<file path="src/rtl/ldpc_ber_tester_pkg.sv">
// Shared constants for the LDPC BER tester datapath.
// PRBS-31 polynomial x^31+x^28+1 and zero-seed substitution.
package ldpc_ber_tester_pkg;

  localparam int DATA_W = 128;
  localparam int PRBS_ORDER = 31;
  localparam int PRBS_TAP = 28;
  localparam logic [30:0] PRBS_SEED_ZERO_SUBST = 31'h7FFFFFFF;

  function automatic logic [30:0] prbs_seed_fix(
    input logic [30:0] seed
  );
    return (seed == '0) ? PRBS_SEED_ZERO_SUBST : seed;
  endfunction

endpackage

</file>
<file path="src/rtl/ldpc_ber_tester_prbs128.sv">
// PRBS-31 Fibonacci LFSR producing 128 expected bits per beat.
// Bit 0 of expected is the first generated bit.
module ldpc_ber_tester_prbs128
  import ldpc_ber_tester_pkg::*;
(
  input  logic                  clk,
  input  logic                  resetn,
  input  logic [PRBS_ORDER-1:0] seed,
  input  logic                  advance,
  input  logic                  load,
  output logic [DATA_W-1:0]     expected
);

  logic [PRBS_ORDER-1:0] state;
  logic [PRBS_ORDER-1:0] walk;
  logic [PRBS_ORDER-1:0] state_nxt;
  logic                  fb;

  always_comb begin
    walk     = state;
    fb       = 1'b0;
    expected = '0;
    for (int k = 0; k < DATA_W; k++) begin
      fb          = walk[PRBS_ORDER-1] ^ walk[PRBS_TAP-1];
      expected[k] = fb;
      walk        = {walk[PRBS_ORDER-2:0], fb};
    end
    state_nxt = walk;
  end

  always_ff @(posedge clk) begin
    if (!resetn) begin
      state <= prbs_seed_fix(seed);
    end else if (load) begin
      state <= prbs_seed_fix(seed);
    end else if (advance) begin
      state <= state_nxt;
    end
  end

endmodule

</file>
<file path="src/rtl/ldpc_ber_tester_dout_compare.sv">
// Decoded-data vs PRBS compare stage; emits error pattern + last-beat mask.
// Optional LDPC_BER_TESTER_FRAME_ERR_CNT_EN adds a frame error counter.
module ldpc_ber_tester_dout_compare #(
  parameter int DATA_W = 128,
  parameter int LEN_W  = 16
) (
  input  logic              clk,
  input  logic              resetn,
  input  logic [LEN_W-1:0]  block_len_bits,
  input  logic [30:0]       prbs_seed,
  input  logic [DATA_W-1:0] s_axis_tdata,
  input  logic              s_axis_tvalid,
  output logic              s_axis_tready,
  input  logic              s_axis_tlast,
  output logic [DATA_W-1:0] m_axis_tdata,
  output logic              m_axis_tvalid,
  input  logic              m_axis_tready,
  output logic              m_axis_tlast,
  output logic [DATA_W-1:0] last_mask,
  output logic              length_error,
  output logic              active
`ifdef LDPC_BER_TESTER_FRAME_ERR_CNT_EN
  ,
  output logic [63:0]       frame_errors
`endif
);

  import ldpc_ber_tester_pkg::*;

  logic              acc;
  logic [DATA_W-1:0] expected;
  logic [DATA_W-1:0] mask_nxt;
  logic [LEN_W-1:0]  beat_cnt;
  logic [LEN_W-1:0]  last_idx;
  logic [6:0]        rem;
  logic              at_last;

  assign s_axis_tready = !m_axis_tvalid | m_axis_tready;
  assign acc           = s_axis_tvalid & s_axis_tready;
  assign active        = (beat_cnt != '0) | m_axis_tvalid;

  // Index of the final beat: ceil(len/128)-1, with len=0 as one beat.
  assign last_idx = (block_len_bits == '0) ? '0
                  : (block_len_bits - LEN_W'(1)) >> 7;
  assign at_last  = (beat_cnt == last_idx);

  assign rem      = block_len_bits[6:0];
  assign mask_nxt = (rem == '0) ? '1
                  : ((DATA_W'(1) << rem) - DATA_W'(1));

  ldpc_ber_tester_prbs128 u_prbs (
    .clk      (clk),
    .resetn   (resetn),
    .seed     (prbs_seed),
    .advance  (acc & !s_axis_tlast),
    .load     (acc & s_axis_tlast),
    .expected (expected)
  );

  always_ff @(posedge clk) begin
    if (!resetn) begin
      m_axis_tdata  <= '0;
      m_axis_tvalid <= 1'b0;
      m_axis_tlast  <= 1'b0;
      beat_cnt      <= '0;
      length_error  <= 1'b0;
      last_mask     <= '1;
    end else begin
      if (acc) begin
        m_axis_tdata  <= s_axis_tdata ^ expected;
        m_axis_tlast  <= s_axis_tlast;
        m_axis_tvalid <= 1'b1;
      end else if (m_axis_tready) begin
        m_axis_tvalid <= 1'b0;
      end
      if (acc) begin
        if (s_axis_tlast) begin
          beat_cnt <= '0;
        end else begin
          beat_cnt <= beat_cnt + LEN_W'(1);
        end
        if (s_axis_tlast != at_last) begin
          length_error <= 1'b1;
        end
      end
      if (!active) begin
        last_mask <= mask_nxt;
      end
    end
  end

`ifdef LDPC_BER_TESTER_FRAME_ERR_CNT_EN
  logic out_hs;
  logic frame_err;
  logic masked_any;
  logic frame_hit;

  assign out_hs     = m_axis_tvalid & m_axis_tready;
  assign masked_any = |(m_axis_tdata & (m_axis_tlast ? last_mask : '1));
  assign frame_hit  = frame_err | masked_any;

  always_ff @(posedge clk) begin
    if (!resetn) begin
      frame_errors <= '0;
      frame_err    <= 1'b0;
    end else if (out_hs) begin
      if (m_axis_tlast) begin
        frame_err <= 1'b0;
        if (frame_hit && (frame_errors != '1)) begin
          frame_errors <= frame_errors + 64'd1;
        end
      end else begin
        frame_err <= frame_hit;
      end
    end
  end
`endif

endmodule
</file>
<file path="config.mk">
export PLATFORM = sky130hd
export DESIGN_NAME = ldpc_ber_tester_dout_compare
export DESIGN_NICKNAME = d
export VERILOG_FILES = /design/src/rtl/ldpc_ber_tester_pkg.sv /design/src/rtl/ldpc_ber_tester_prbs128.sv /design/src/rtl/ldpc_ber_tester_dout_compare.sv
export SDC_FILE = /design/constraint.sdc
export NUM_CORES = 1
export LEC_CHECK = 0
export BUFFER_PORTS_ARGS = -buffer_cell sky130_fd_sc_hd__clkbuf_2
export CAP_MARGIN = 25
export CORE_ASPECT_RATIO = 1.2
export CORE_UTILIZATION = 53
export CTS_CLUSTER_SIZE = 10
export DETAILED_ROUTE_END_ITERATION = 12
export PLACE_DENSITY_LB_ADDON = 0.1
export SLEW_MARGIN = 10
export SYNTH_ARGS = -nofsm -noshare
export SYNTH_HDL_FRONTEND = slang
export SYNTH_SLANG_ARGS = --single-unit
</file>
<file path="constraint.sdc">
create_clock -name clk -period 3.05 [get_ports clk]
set_clock_uncertainty 0.2 [all_clocks]
set_input_delay 0.1525 -clock clk [delete_from_list [all_inputs] [get_ports clk]]
set_output_delay 0.1525 -clock clk [all_outputs]
set_load 0.02 [all_outputs]
</file>
==> results of run 1 <==
[cells in the mapped netlist (8+ instances only)]
library cell    n  area share, %
a21oi_1       249            8.2
a31oi_1        20           0.82
and3_1          8           0.33
dfxtp_1       275             36
nand3_1        29           0.95
nand4_1        12           0.49
o21a_1         11           0.54
edfxtp_1       31            6.1
o21ai_0        81            2.7
nor3_1         26           0.85
nand2_1       289            7.1
nor4_1         12           0.49
a211oi_1       32            1.6
clkbuf_1      139            3.4
or3_1          14           0.57
nor2_1        252            6.2
inv_1           8           0.20
o22a_1         18            1.0
xor2_1        105            6.0
xnor2_1       184             11
[worst reg2reg max path, cell delays in order (launching register included)]
cell and delay, ns:
dfxtp_1 0.39, inv_1 0.13, ha_1 0.15, nor2b_1 0.18, nand2_1 0.08, nor3_1 0.25
nand3_1 0.48, nor2_1 0.66, a21oi_1 0.16
[registers in the layout (all words and copies together), names as in the netlist]
signal / count
last_mask: 128
m_axis_tdata: 128
u_prbs.state: 31
beat_cnt: 16
length_error: 1
m_axis_tlast: 1
m_axis_tvalid: 1
[per-layer routing]
| metal | wire, µm | track usage [%] | share of wire (%) |
|---|---|---|---|
| met1 | 23200 | 51.0 | 32 |
| met2 | 33000 | 77.6 | 45 |
| met3 | 8380 | 14.6 | 12 |
| met4 | 8230 | 46.1 | 11 |
| met5 | 0 | 0 | 0 |
[final timing paths]
kind,endpoint,slack (ns),depth (start not counted)
hold / removal,last_mask[1]$_SDFFE_PN1N_,0.03,5
hold reg to reg,m_axis_tdata[22]$_SDFFE_PN0P_,0.25,2
setup reg to reg,last_mask[23]$_SDFFE_PN1N_,0.21,8
setup / recovery,length_error$_SDFFE_PN0P_,0.17,10
[per-stage QoR]
step | hold WS [ns] | util [%] | instance area [µm²] | setup slack [ns]
floorplan | 0.0820 | - | 15300 | 0.284
global placement | 0.232 | 65.2 | 18400 | 0.0265
detailed placement | 0.244 | 65.2 | 18400 | 0.0778
CTS | 0.00141 | 74.7 | 21000 | 0.107
global route | 0.0715 | 74.8 | 21100 | 0.0150
finish | 0.0308 | 74.8 | 21100 | 0.174
[timing repair]
action,CTS,global route
endpoints found under the setup margin,0,12
gates resized for setup,0,2
hold buffers,164,1
buffers inserted,0,0
endpoints found under the hold margin,169,1
[cell families (layout without fill, tap and decap cells)]
group / after synthesis / after routing
fa+ha+maj: 3 / 3
xor+xnor: 290 / 290
mux: 9 / 9
other cells: 0 / 3
simple gates: 685 / 685
buf+inv: 159 / 786
compound gates: 459 / 459
flops: 306 / 306
[power groups by stage]
| stage | clock network (W) | registers [W] | logic, W |
|---|---|---|---|
| global route | 0.00417 | 0.00523 | 0.00532 |
| finish | 0.00401 | 0.00522 | 0.00511 |
| detailed placement | 0 | 0.00521 | 0.00450 |
| CTS | 0.00398 | 0.00514 | 0.00470 |
| floorplan | 0 | 0.00549 | 0.00253 |
| global placement | 0 | 0.00519 | 0.00444 |
[layout by cell type (no fill, tap or decap), types with 29 or more instances in the layout]
master         Yosys  final
nand2_1          289    287
xnor2_1          184    184
a21oi_1          249    248
xor2_1           105    105
dfxtp_1          275    275
nor2_1           252    251
clkbuf_2           0    441
a211oi_1          32     32
edfxtp_1          31     31
dlygate4sd3_1      0    165
o21ai_0           81     80
buf_4              0    111
clkbuf_16          0     37
nand3_1           29     29
[area by class of cell]
cell class              count  area share (%)
inverters                  10           0.190
multi-input cells        1446            39.3
repair buffers            722            22.7
flip-flops and latches    306            30.5
well taps                 379            2.25
clock buffers              50            4.72
diodes                      3          0.0356
clock inverters             4           0.226
==> summary.md, run 1 <==
| Metric | Value |
|---|---|
| Outcome | complete, no violations |
| Leak | 8.77 nW |
| Final worst-path cycle share | 94.3% |
| Antenna violations before repair | 2 |
| Crit path arrival time | 3.15 ns |
| Vias | 18100 |
| Final Wtd Congestion | 1.08 |
| GRT Util Overall | 48.8% |
| Finished Layout Cells | 2920 |
| Int Power | 0.00882 W |
| Compound-gate portion of the synthesized area | 17.3% |
| Share of cells above drive strength 1 | 24.6% |
| Sw Share | 38.5% |
| Rows | 67 |
| Max_slew headroom | 39.6% |
| CTS buffer count | 37 |
| Clk buf depth | 3 |
| Area grow syn2layout | 37.8% |
| Htree depth | 2 |
| Post-Synth XOR/XNOR Area | 16.7% |
| Clk network pwr share | 28.0% |
| Share of power burned in registers | 36.4% |
| TritonCTS clock tree | built |
| Clk Latency, worst-skew pair | 0.53 ns |
| P per Cell Area | 681 nW/µm² |
| Mapped Cells | 1911 |
| Via density | 6.18 |
| Io pins | 441 |
| Synth Area in Adders | 0.246% |
| Layout filler cell count | 1914 |
| First-pass iteration count of the detailed router | 7 |
| Synth Cell Area | 15300 µm² |
| Final setup violation count | 0 |
| Hold Path Origin | block_len_bits[0] |
| Critical Path Start | block_len_bits[4] |
| Starting Density | 54.3% |
| Fraction of the mapped netlist area in simple logic gates | 19.0% |
| Initial drt markers | 2047 |
| Async SR Flop Fraction | 0% |
| Largest net degree at the start of global routing | 101 |
| DRT antenna net count | 0 |
| IO Port Bufs | 440 |
| Area taken by flip-flops and latches | 6440 µm² |
| Crit end category | register |
| Synth Warn # | 0 |
| Area of the multi-input gates | 8280 µm² |
| Req. time, crit path | 3.33 ns |
| Chip width | 157 µm |
| Hold crit path type | in -> reg |
| DRC | 0 |
| Remaining Overflow, GRT | 0 |
| Wirelength per Cell | 24.9 µm |
| Hold Fails Final Rpt | 0 |
| Reg clk slew, reported paths | 0.06 ns |
| Critical path's top delay family | simple AND/OR/NAND/NOR gates |
| Worst VDD drop | 0.000546 V |
| Psw | 0.00552 W |
| #FFs+latches synth | 306 |
| RSZ-0062 raised after global routing | no |
| Slowest-stage cell, CP | or4b_4 |
| Syn_area_per_cell | 8.00 µm² |
| Nets | 2706 |
| Global-route wire length before repair | 108000 µm |
| CTS sink cnt | 306 |
| Core area | 28200 µm² |
| Mux cell area share after synthesis | 0.647% |
| Post-synth EDFFs | 31 |
| Die Span Y | 188 µm |
| Crit path buf inv count | 3 |
| Distinct cell type count after synthesis | 63 |
| Pwr Total | 0.0143 W |
| Max-slew violation count | 0 |
| Max Clk Rate | 348 MHz |
| Worst-margin pin slew | 0.898 ns |
| Post-DP HPWL | 46600 µm |
| Worst r2r src | beat_cnt[1]$_SDFFE_PN0P_ |
| Synth Flop Type | dfxtp_1 |
| Crit start category | input pin |
| CP max stage delay | 0.61 ns |
| Crit-path max FO | 6 |
| Comb pwr share | 35.6% |
| Placed cells | 2697 |
| Post-synthesis sequential area ratio | 42.1% |
| Final setup TNS | 0 ns |
| Largest family of logic cells by synthesized area | simple AND/OR/NAND/NOR gates |
| Crit-path cells | dlygate4sd3_1 -> clkbuf_2 -> or4_4 -> or4b_4 -> buf_4 -> mux2i_1 -> o21ai_1 -> a2111oi_0 -> nand4_1 -> or3b_1 |
| DRT Wirelength | 72800 µm |
| Vias in the first global route | 18300 |
| Final Critical Period | 2.88 ns |
| Max-cap check violation count | 0 |
| Syn Nets | 2094 |
| Root Driver | clkbuf_16 |
| Die ar. | 29500 µm² |
| Crit Path Category | in -> reg |
Note: power is estimated with default switching activity, not from simulation.
==> run 2, diff against run 1 <==
Settings changed: ABC_AREA set to 1.
==> run 2 against run 1 <==
  * The flow now stops in 5_1_grt
  * Area after synthesis up 24%
  * Synthesized cell count up 50%
==> summary.md, run 2 <==
| Metric | Value |
|---|---|
| Outcome | did not finish |
| Exit stage | 5_1_grt |
| Tool error | [ERROR GRT-0232] Routing congestion too high. Check the congestion heatmap in the GUI. |
| GRT Util Overall | 79.6% |
| Async SR Flop Fraction | 0% |
| Share of the synthesized area in the top cell type | 29.2% |
| Commonest cells in the synthesized netlist | nor2_1, nand2_1, inv_1 |
| Die Span Y | 209 µm |
| CTS sink cnt | 306 |
| Mapped Cells | 2861 |
| Synth Warn # | 0 |
| Synth area leaders | dfxtp_1, nor2_1, nand2_1 |
| Largest net degree at the start of global routing | 143 |
| Starting Density | 53.9% |
| Post-synthesis sequential area ratio | 34.1% |
| CTS buffer count | 37 |
| Syn Nets | 3044 |
| IO Port Bufs | 440 |
| Placed cell area | 22400 µm² |
| Post-synth EDFFs | 31 |
| Synth area leader | dfxtp_1 |
| Final Wtd Congestion | 1.08 |
| Synth Flop Type | dfxtp_1 |
| Clk buf depth | 3 |
| Distinct cell type count after synthesis | 52 |
| Synth Cell Area | 18900 µm² |
| Chip width | 174 µm |
| #FFs+latches synth | 306 |
| Post-DP HPWL | 67700 µm |
| Top-count cell post-synth | nor2_1 |
| Rows | 75 |
| Syn_area_per_cell | 6.60 µm² |
| Io pins | 441 |
| Root Driver | clkbuf_16 |
| Pre-CTS setup slack | -0.0133 ns |
| Remaining Overflow, GRT | 176 |
| Htree depth | 2 |
run 2: logic make-up after synthesis:
group | Yosys count | synth area share [%]
flops | 306 | 34.1
simple gates | 1542 | 35.8
buf+inv | 437 | 8.91
fa+ha+maj | 3 | 0.199
xor+xnor | 249 | 12.0
compound gates | 324 | 9.02
run 2: timing repair:
action | CTS
hold buffers | 178
gates resized for setup | 1
setup endpoints to repair | 1
cloned | 0
hold endpoints to repair | 170
setup buffers | 0
run 2: metrics by stage:
| step | cells | hold WS, ns | util, % |
|---|---|---|---|
| 3_5_place_dp | 3794 | 0.230 | 63.9 |
| 4_1_cts | 4025 | 0.0827 | 72.1 |
| 2_1_floorplan | 2861 | 0.0909 | - |
| 3_3_place_gp | 3794 | 0.225 | 63.9 |
run 2: layer usage:
layer  overflow  global-route usage [%]
met1         14                    80.8
met2        100                    95.4
met3         11                    64.0
met4         50                    78.3
met5          1                    33.2
==> run 3, diff against run 2 <==
Settings changed: CORE_ASPECT_RATIO 1.2 to unset, CORE_UTILIZATION 53 to 38, CTS_CLUSTER_SIZE 10 to unset, PLACE_DENSITY_LB_ADDON 0.1 to 0.15.
==> run 3 against run 2 <==
  * The flow now finishes without violations
  * Area after synthesis did not move
  * Synthesized cell count did not move
==> summary.md, run 3 <==
| Metric | Value |
|---|---|
| Outcome | complete, no violations |
| DRC | 0 |
| Worst Reg-to-Reg Cells | 8 |
| Via density | 5.07 |
| Final Critical Period | 2.89 ns |
| Fraction of the mapped netlist area in simple logic gates | 35.8% |
| Starting Density | 38.6% |
| #FFs+latches synth | 306 |
| Max_slew headroom | 45.3% |
| Layout filler cell count | 5043 |
| Finished Layout Cells | 4230 |
| Final setup violation count | 0 |
| Reg clk slew, reported paths | 0.06 ns |
| CTS buffer count | 37 |
| Commonest cells in the synthesized netlist | nor2_1, nand2_1, inv_1 |
| Vias in the first global route | 20700 |
| Post-layout worst setup margin | 0.156 ns |
| GRT Util Overall | 33.1% |
| Clk buf depth | 3 |
| Die ar. | 50600 µm² |
| Area grow syn2layout | 35.3% |
| Post-DP HPWL | 68500 µm |
| Placed cells | 3987 |
| Initial drt markers | 1571 |
| Max-cap check violation count | 0 |
| Crit end category | register |
| Post-synth EDFFs | 31 |
| Share of the synthesized area in the top cell type | 29.2% |
| Diode count | 0 |
| Clk Latency, worst-skew pair | 0.57 ns |
| Distinct cell type count after synthesis | 52 |
| P per Cell Area | 1210 nW/µm² |
| Chip width | 225 µm |
| Mux cell area share after synthesis | 0% |
| Commonest non-fill, non-tap cell in the layout | nor2_1 |
| Rows | 81 |
| Global-route wire length before repair | 125000 µm |
| Hold Crit Depth | 9 |
| Max Clk Rate | 346 MHz |
| RSZ-0062 raised after global routing | no |
| Synth area leader | dfxtp_1 |
| Synth Area in Adders | 0.199% |
| Hold Fails Final Rpt | 0 |
| Post-synthesis sequential area ratio | 34.1% |
| Synth area leaders | dfxtp_1, nor2_1, nand2_1 |
| Top-count cell post-synth | nor2_1 |
| Leak | 13.8 nW |
| Registers with the most flip-flops | last_mask x128, m_axis_tdata x128, u_prbs.state x31 |
| Compound-gate portion of the synthesized area | 9.02% |
| First-pass iteration count of the detailed router | 6 |
| Synth Warn # | 0 |
| Req. time, crit path | 3.32 ns |
| Worst-margin pin slew | 0.820 ns |
| Syn Nets | 3044 |
| Final worst-path cycle share | 94.9% |
| Core area | 49000 µm² |
| Root Driver | clkbuf_16 |
| Die Span Y | 225 µm |
| Commonest cells after routing, fill and taps aside | nor2_1, nand2_1, clkbuf_2 |
| Vias | 21400 |
| Largest family of logic cells by synthesized area | simple AND/OR/NAND/NOR gates |
| Io pins | 441 |
| Wirelength per Cell | 20.2 µm |
| Synth Cell Area | 18900 µm² |
| Pre-CTS setup slack | -0.0238 ns |
| Antenna violations before repair | 1 |
| Crit-path max FO | 33 |
| Htree depth | 2 |
| Final setup TNS | 0 ns |
| Crit path arrival time | 3.16 ns |
| Post-Synth XOR/XNOR Area | 12.0% |
| TritonCTS clock tree | built |
| Crit start category | input pin |
| Max-slew violation count | 0 |
| Hold Slack | 0.0709 ns |
| Largest net degree at the start of global routing | 143 |
| DRT antenna net count | 0 |
| Final Wtd Congestion | 1.03 |
| Hold crit path type | in -> reg |
| Pwr Total | 0.0309 W |
| Share of cells above drive strength 1 | 21.6% |
| DRT Wirelength | 85500 µm |
| Post-CTS Setup Repair Bufs | 0 |
| Worst VDD drop | 0.00145 V |
| Async SR Flop Fraction | 0% |
| Remaining Overflow, GRT | 0 |
| CTS sink cnt | 306 |
| Nets | 3720 |
| Mapped Cells | 2861 |
| Crit Path Category | in -> reg |
| Syn_area_per_cell | 6.60 µm² |
| Synth Flop Type | dfxtp_1 |
| IO Port Bufs | 440 |
run 3: cell type report:
cell class / count / area, µm² / share of cell area, %
Multi-Input combinational cell: 2118 / 10800 / 42.3
Clock buffer: 56 / 1070 / 4.18
Timing Repair Buffer: 743 / 5020 / 19.6
Inverter: 331 / 1250 / 4.89
Sequential cell: 306 / 6440 / 25.2
Clock inverter: 12 / 143 / 0.558
Tap cell: 664 / 831 / 3.25
run 3: power by group:
part | total [W] | switching [W] | leakage [nW] | internal, W
clock | 0.00450 | 0.00188 | 0.591 | 0.00262
combinational | 0.0204 | 0.0122 | 10.7 | 0.00814
sequential | 0.00608 | 0.000790 | 2.58 | 0.00529
total | 0.0309 | 0.0149 | 13.8 | 0.0160
run 3: cells by family (layout without fill, tap and decap cells):
| family | after synthesis | in the layout |
|---|---|---|
| buf+inv | 437 | 1142 |
| fa+ha+maj | 3 | 3 |
| flops | 306 | 306 |
| compound gates | 324 | 324 |
| xor+xnor | 249 | 249 |
| simple gates | 1542 | 1542 |
run 3: what timing repair did:
item	4_1_cts	5_1_grt
endpoints found under the setup margin	0	30
resized for setup	0	10
hold buffers	175	0
hold endpoints to repair	174	0
run 3: worst paths after layout:
path	from	end	slack, ns
min	block_len_bits[15]	length_error$_SDFFE_PN0P_	0.07
max reg2reg	u_prbs.state[27]$_DFFE_PP_	u_prbs.state[15]$_DFFE_PP_	0.20
min reg2reg	last_mask[0]$_SDFFE_PN1N_	last_mask[0]$_SDFFE_PN1N_	0.26
max	block_len_bits[6]	last_mask[98]$_SDFFE_PN1N_	0.16
run 3: critical path, stage by stage:
cell and delay (ns):
dlygate4sd3_1 0.55, clkbuf_2 0.19, inv_1 0.21, nor2_1 0.11, buf_12 0.19, inv_1 0.07
nor2_1 0.09, inv_1 0.22, nand2_1 0.14, nor2_1 0.27, nand2_1 0.13, nor2_1 0.17
nand2_1 0.11, nor2_1 0.22, nand2_1 0.08, nand2_1 0.06, nand3_1 0.06, nand2_1 0.07
inv_1 0.03
run 3: routing by layer:
metal | part of all wire, % | global-route usage [%]
met1 | 44 | 43.7
met2 | 46 | 54.3
met3 | 7.1 | 5.93
met4 | 3.1 | 11.1
met5 | 0.015 | 0
run 3: metrics by stage:
stage	util (%)	cell area (µm²)
after floorplan	-	18900
after global placement	46.1	22600
after detailed placement	46.1	22600
after CTS	52.1	25500
after global routing	52.2	25500
final	52.2	25500
